<file path="config.mk">
export PLATFORM = sky130hd
export DESIGN_NAME = pwm_motor_ctrl
export DESIGN_NICKNAME = d
export VERILOG_FILES = /design/src/rtl/pwm_pkg.sv /design/src/rtl/pwm_chan.sv /design/src/rtl/pwm_motor_ctrl.sv
export SDC_FILE = /design/constraint.sdc
export NUM_CORES = 1
export LEC_CHECK = 0
export CORE_MARGIN = 10
export CORE_UTILIZATION = 40
export DETAILED_ROUTE_END_ITERATION = 8
export SYNTH_ARGS = -nofsm -noshare
export SYNTH_HDL_FRONTEND = slang
export SYNTH_SLANG_ARGS = --single-unit
</file>
<file path="constraint.sdc">
create_clock -name clk -period 2.55 [get_ports clk]
set_input_delay 0.3825 -clock clk [delete_from_list [all_inputs] [get_ports clk]]
set_output_delay 0.3825 -clock clk [all_outputs]
set_load 0.03 [all_outputs]
</file>
<file path="src/rtl/pwm_pkg.sv">
// Shared defaults and the saturating ramp helper for pwm_motor_ctrl.
package pwm_pkg;

    localparam int unsigned WDef        = 8;
    localparam int unsigned DutyFastDef = 180;
    localparam int unsigned DutySlowDef = 150;
    localparam int unsigned StepDef     = 4;

    // Move cur toward tgt by at most step; lands exactly on tgt when closer than step.
    function automatic logic [31:0] sat_step(input logic [31:0] cur,
                                             input logic [31:0] tgt,
                                             input logic [31:0] step);
        logic [31:0] res;
        if (cur < tgt) begin
            res = ((tgt - cur) > step) ? cur + step : tgt;
        end else begin
            res = ((cur - tgt) > step) ? cur - step : tgt;
        end
        return res;
    endfunction

endpackage

</file>
<file path="src/rtl/pwm_chan.sv">
// One PWM channel: latched fast/slow target, active duty and compare against the shared
// counter. PWM_RAMP_EN selects soft-start ramping of the active duty toward the target.
module pwm_chan
    import pwm_pkg::*;
#(
    parameter int unsigned W         = WDef,
    parameter int unsigned DUTY_FAST = DutyFastDef,
    parameter int unsigned DUTY_SLOW = DutySlowDef,
    parameter int unsigned STEP      = StepDef
) (
    input  logic         clk,
    input  logic         rst_n,
    input  logic         run_i,       // en & ~ir; low clears the duty and silences pwm
    input  logic         boundary_i,  // last cycle of the period
    input  logic         tin_i,
    input  logic [W-1:0] cnt_i,
    output logic         pwm_o,
    output logic         fast_o
);

    localparam logic [W-1:0] FastV = W'(DUTY_FAST);
    localparam logic [W-1:0] SlowV = W'(DUTY_SLOW);

    logic         fast_q, fast_d;
    logic [W-1:0] duty_q, duty_d;
    logic         pwm_q, pwm_d;
    logic [W-1:0] target;
    logic [W-1:0] duty_next;

    // Target being latched at this boundary; the duty moves toward it in the same edge.
    assign target = tin_i ? FastV : SlowV;

`ifdef PWM_RAMP_EN
    assign duty_next = W'(sat_step(32'(duty_q), 32'(target), STEP));
`else
    assign duty_next = target;
    logic unused_step;
    assign unused_step = ^STEP;
`endif

    // Next-state: target latch at boundary, duty cleared on stop, compare registered.
    always_comb begin
        fast_d = fast_q;
        duty_d = duty_q;
        if (boundary_i) begin
            fast_d = tin_i;
        end
        if (!run_i) begin
            duty_d = '0;
        end else if (boundary_i) begin
            duty_d = duty_next;
        end
        pwm_d = run_i & (cnt_i < duty_q);
    end

    // Channel state registers.
    always_ff @(posedge clk or negedge rst_n) begin
        if (!rst_n) begin
            fast_q <= 1'b0;
            duty_q <= '0;
            pwm_q  <= 1'b0;
        end else begin
            fast_q <= fast_d;
            duty_q <= duty_d;
            pwm_q  <= pwm_d;
        end
    end

    assign pwm_o  = pwm_q;
    assign fast_o = fast_q;

endmodule

</file>
<file path="src/rtl/pwm_motor_ctrl.sv">
// Multi-channel PWM motor controller: shared period counter, obstacle stop and status LEDs.
// Define PWM_RAMP_EN to soft-start each channel's duty instead of loading it directly.
module pwm_motor_ctrl
    import pwm_pkg::*;
#(
    parameter int unsigned CH        = 2,
    parameter int unsigned W         = WDef,
    parameter int unsigned DUTY_FAST = DutyFastDef,
    parameter int unsigned DUTY_SLOW = DutySlowDef,
    parameter int unsigned STEP      = StepDef
) (
    input  logic          clk,
    input  logic          rst_n,
    input  logic          en,
    input  logic          ir,
    input  logic [CH-1:0] tin,
    output logic [CH-1:0] pwm,
    output logic          led1,
    output logic [CH-1:0] led2,
    output logic          period_tick
);

    localparam logic [W-1:0] CntMax = '1;

    logic [W-1:0] cnt_q, cnt_d;
    logic         tick_q, tick_d;
    logic         led1_q, led1_d;
    logic         run;
    logic         boundary;

    assign run      = en & ~ir;
    assign boundary = en & (cnt_q == CntMax);

    // Counter runs only while enabled and parks at zero otherwise.
    always_comb begin
        cnt_d  = en ? cnt_q + 1'b1 : '0;
        tick_d = boundary;
        led1_d = run;
    end

    // Shared counter and status registers.
    always_ff @(posedge clk or negedge rst_n) begin
        if (!rst_n) begin
            cnt_q  <= '0;
            tick_q <= 1'b0;
            led1_q <= 1'b0;
        end else begin
            cnt_q  <= cnt_d;
            tick_q <= tick_d;
            led1_q <= led1_d;
        end
    end

    for (genvar i = 0; i < CH; i++) begin : g_chan
        pwm_chan #(
            .W        (W),
            .DUTY_FAST(DUTY_FAST),
            .DUTY_SLOW(DUTY_SLOW),
            .STEP     (STEP)
        ) u_chan (
            .clk       (clk),
            .rst_n     (rst_n),
            .run_i     (run),
            .boundary_i(boundary),
            .tin_i     (tin[i]),
            .cnt_i     (cnt_q),
            .pwm_o     (pwm[i]),
            .fast_o    (led2[i])
        );
    end

    assign led1        = led1_q;
    assign period_tick = tick_q;

endmodule
</file>
== After elaboration in Yosys (flattened, before gate mapping) ==
Index checks and enable logic that the tools add are counted.
Widths: inputs -> output; s select.

* Add/subtract/negate cells: 1
* Magnitude comparators: 2
* Eq/ne operators: 2
* Multiplexer cells: 7
* Bitwise gates (word level): 5

{| class="wikitable"
|+ Operators with widths
! kind !! count
|-
| $mux 8 || 5
|-
| $lt 8x8->1 || 2
|-
| $mux 6 || 2
|-
| $add 8x1->8 const B || 1
|-
| $eq 8x8->1 const B || 1
|-
| $and 1x1->1 || 4
|-
| $ne 2x2->1 const B || 1
|-
| $not 1->1 || 1
|}

* Bits in registers: 30
* Input bits: 6

== Longest topological paths before layout ==
* Depth after elaboration: 4
* Depth in mapped cells: 5
* Gate-level depth less buffers: 5

== Modules after synthesis ==
From an unflattened synthesis, not the netlist that was laid out.

* Cell total of the unflattened synthesis: 91
* Area total of the unflattened synthesis: 998.5 um2

{| class="wikitable"
|+ Modules (own cells, without submodules)
! module !! times used !! cells each !! area each (um2) !! sequential area each (um2)
|-
| pwm_motor_ctrl || 1 || 37 || 425.4 || 250.2
|-
| pwm_chan (g_chan[0].u_chan) || 1 || 27 || 289.0 || 125.1
|-
| pwm_chan (g_chan[1].u_chan) || 1 || 27 || 284.0 || 125.1
|}

== Worst setup path before layout ==
OpenSTA, ideal clock, no wires.

* Path kind: register to register
* Start point: register cnt_q[1]
* End point: register g_chan[0].u_chan.fast_q
* Library setup time: 125 ps
* Arrival time: 1,276 ps
* Path slack: 1,149 ps
* Stages on the path, launching flop included: 5
* Buffers on the path: 0
* Period minus slack after synthesis: 1,401 ps
* Cell sequence: dfrtp_1 -> ha_1 -> nand4_4 -> nor2_4 -> mux2_2

* Longest elaborated chain between the ends: 2

{| class="wikitable"
|+ Ends and longest elaborated chain
! element !! line !! text
|-
| start: declaration || pwm_motor_ctrl.sv:25 || <nowiki>logic [W-1:0] cnt_q, cnt_d;</nowiki>
|-
| start signal: assignment || pwm_motor_ctrl.sv:48 || <nowiki>cnt_q <= cnt_d;</nowiki>
|-
| $eq 8x8->1 || pwm_motor_ctrl.sv:32 || <nowiki>assign boundary = en & (cnt_q == CntMax);</nowiki>
|-
| $and 1x1->1 || pwm_motor_ctrl.sv:32 ||
|-
| net boundary || pwm_motor_ctrl.sv:29 || <nowiki>logic boundary;</nowiki>
|-
| end signal: assignment || pwm_chan.sv:63 || <nowiki>fast_q <= fast_d;</nowiki>
|-
| end: declaration || pwm_chan.sv:24 || <nowiki>logic fast_q, fast_d;</nowiki>
|}

The timed path passes the listed nets, and every way through them passes these cells.
A chain may end at the register's enable or synchronous reset.

== Worst setup path after layout ==
* Start point: register g_chan[1].u_chan.fast_q
* End point: output led2[1]

{| class="wikitable"
|+ RTL lines
! element !! line !! text
|-
| start: declaration || pwm_chan.sv:24 ||
|-
| start signal: assignment || pwm_chan.sv:63 ||
|-
| end: declaration || pwm_motor_ctrl.sv:19 || <nowiki>output logic [CH-1:0] led2,</nowiki>
|}

No word-level cell between the ends.

==> impl_metrics.toml <==
[status]
status = "finished clean"

[global_route]
grt_pass1_wl_um = 3260
grt_start_max_net_pins = 20
overflow = 0
antenna_found_initial = 0
grt_pass1_vias = 702
grtUsageTotal_pct = 8.17

[routing]
ant_nets = 0
viasPerCell = 5.36
firstDrtPassIters = 4
drt_wl_total_um = 1960
drc = 0
drtIter0Drc = 13
wl_per_cell_um = 14.8
num_vias = 708

[cells_and_area]
syn2layout_area_growth_pct = 14.9
nNetsFinal = 117
final_util_pct = 49.6
drive_above_1_share_pct = 9.62
n_antenna_cell = 0
stdcell_count = 132

[yosys]
syn_nets = 105
synth.area.top_cells = "dfrtp_1 48%, ha_1 7.6%, o21ai_0 3.6%, a21oi_1 3.1%, buf_4 3.1%"
syn-cell-area_um2 = 983
yosysWarnings = 0
ys_seq_area_share_pct = 48.3
synth.largest_area_cell = "dfrtp_1"
ys_types = 32
synth_cells = 93
synth-seq-cells = 19
avgSynthCellArea_um2 = 10.6
synth_top_area_share_pct = 48.3

[critical_path]
crit_chain = "clkdlybuf4s50_1"
path_buf_inv = 1
crit_family = "buffers and inverters"
end_kind = "primary output"
crit_required_ps = 2170
start_kind = "flip-flop"
critical_path.max_fanout = 2
critPathKind = "reg2out"
critPathSlowestCell = "clkdlybuf4s50_1"
critPathMaxStageDelay_ps = 670
rr_worst_depth = 4
critPathArrivalTime_ps = 1340
worst-path-stages = 1

[sta]
max_freq_mhz = 581
rsz0062_at_grt = "false"
min_period_ps = 1720
fin_skew_ps = 14.1
finalMaxSlewViolations = 0
hold_viol_final = 0
maxSlewHeadroom_pct = 77.5
final.setup.tns_ps = 0
worst_pin_slew_ps = 337
setup-violations-final = 0
fin_crit_sh_pct = 67.6

[placement]
place.gp.congestion = 0.754
dp_hpwl_um = 1520
dp_cells = 128
io_buffers = 11

[die]
coreArea_mm2 = 0.00228
die_height_um = 69.6
die_area_mm2 = 0.00484
chipWidth_um = 69.6
io_pins = 12
start_util_pct = 43.2
rows = 17

[pwr]
power_mw = 0.503
cellPowerDensity_mw_per_mm2 = 445
peakVddDrop_mv = 0.319
leakage_nw = 0.517

[clock_network]
cts_resized = 0
cts_tree = "yes"
htree_levels = 1
post-cts-setup-buffers = 0
numCtsBuffers = 3
cts_buffer_depth = 2
path_clk_slew_ps = 110
cts_root_buf = "clkbuf_4"
ctsHoldBuffers = 0
clk_latency_ps = 300
cts_sinks = 19

[hold_path]
hold_path.class = "in2async"

[job]
maxCapViolCount = 0
## synth_stat cells
cell type / count
nand3_1: 2
and2b_1: 1
nor2b_1: 3
a211oi_1: 1
o211a_1: 1
dfrtp_1: 19
xor2_1: 1
nor3b_1: 1
xnor2_1: 2
nand4_1: 3
inv_1: 6
mux2_2: 1
buf_4: 4
nor2_4: 1
clkbuf_1: 1
nand2b_1: 1
o211ai_1: 2
a21oi_1: 6
or3_1: 3
and4_2: 1
a21boi_1: 2
nand3_2: 1
o21a_1: 1
o31ai_1: 1
and2_1: 4
o21ai_0: 7
ha_1: 6
a21boi_0: 1
nor2_1: 3
and4_1: 1
nand2_1: 5
nand4_4: 1
## layout make-up
cell class	count	area [um2]
Fill cell	215	1150
Sequential cell	19	475
Multi-Input combinational cell	63	452
Timing Repair Buffer	12	118
Tap cell	28	35.0
Clock buffer	3	22.5
Inverter	6	22.5
Clock inverter	1	5.00
## placed cells by master (no fill, tap or decap)
cell             count
a211oi_1             1
a21boi_0             1
a21boi_1             2
a21oi_1              6
and2_1               4
and2b_1              1
and4_1               1
and4_2               1
buf_4                1
clkbuf_4             3
clkdlybuf4s50_1     11
clkinv_2             1
dfrtp_1             19
ha_1                 6
inv_1                6
mux2_2               1
nand2_1              5
nand2b_1             1
nand3_1              2
nand3_2              1
nand4_1              3
nand4_4              1
nor2_1               3
nor2_4               1
nor2b_1              3
nor3b_1              1
o211a_1              1
o211ai_1             2
o21a_1               1
o21ai_0              7
o31ai_1              1
or3_1                3
xnor2_1              2
xor2_1               1
## metal layers
metal / up-vias / track usage (%) / share of wire, %
met4: 0 / 2.00 / 0.61
met5: - / 0 / 0
li1: 346 / - / -
met3: 2 / 3.71 / 4.4
met1: 348 / 10.0 / 49
met2: 12 / 12.6 / 46
## flip-flops by register name, indices dropped and copies added (netlist names)
name	cells
period_tick	1
g_chan.u_chan.pwm_o	2
cnt_q	8
led1	1
g_chan.u_chan.duty_q	5
g_chan.u_chan.fast_o	2
## power breakdown
part,internal (mW),total [mW],switching (mW)
clock network,0.0585,0.150,0.0920
logic,0.0179,0.0397,0.0218
registers,0.306,0.312,0.00620
total,0.383,0.503,0.120
## final timing paths
| path | from | end | slack (ps) |
|---|---|---|---|
| max in group asynchronous | rst_n | g_chan[0].u_chan.duty_q[1] | 1930 |
| worst max-delay path | g_chan[1].u_chan.fast_o | led2[1] | 830 |
| worst min-delay path | rst_n | cnt_q[5] | 400 |
| worst max register to register | cnt_q[1] | g_chan[0].u_chan.fast_o | 1010 |
| worst min register to register | cnt_q[0] | cnt_q[0] | 490 |
| min in group clk | cnt_q[0] | cnt_q[0] | 490 |
## through the flow
stage | area (um2) | hold WS, ps | worst slack, ps
after detailed placement | 1100 | 479 | 567
after CTS | 1130 | 399 | 798
final | 1130 | 398 | 827
after floorplan | 983 | 86.9 | 1150
after global placement | 1100 | 474 | 598
after global routing | 1130 | 401 | 761
## logic make-up after synthesis
group,Yosys count,share of synthesized area [%]
and+or+nand+nor,31,20.7
buffers and inverters,11,5.72
adders and majority gates,6,7.63
AOI/OAI and AO/OA,22,13.7
muxes,1,1.14
xor gates and xnor gates,3,2.67
DFF,19,48.3
Note: power is estimated with default switching activity, not from simulation.
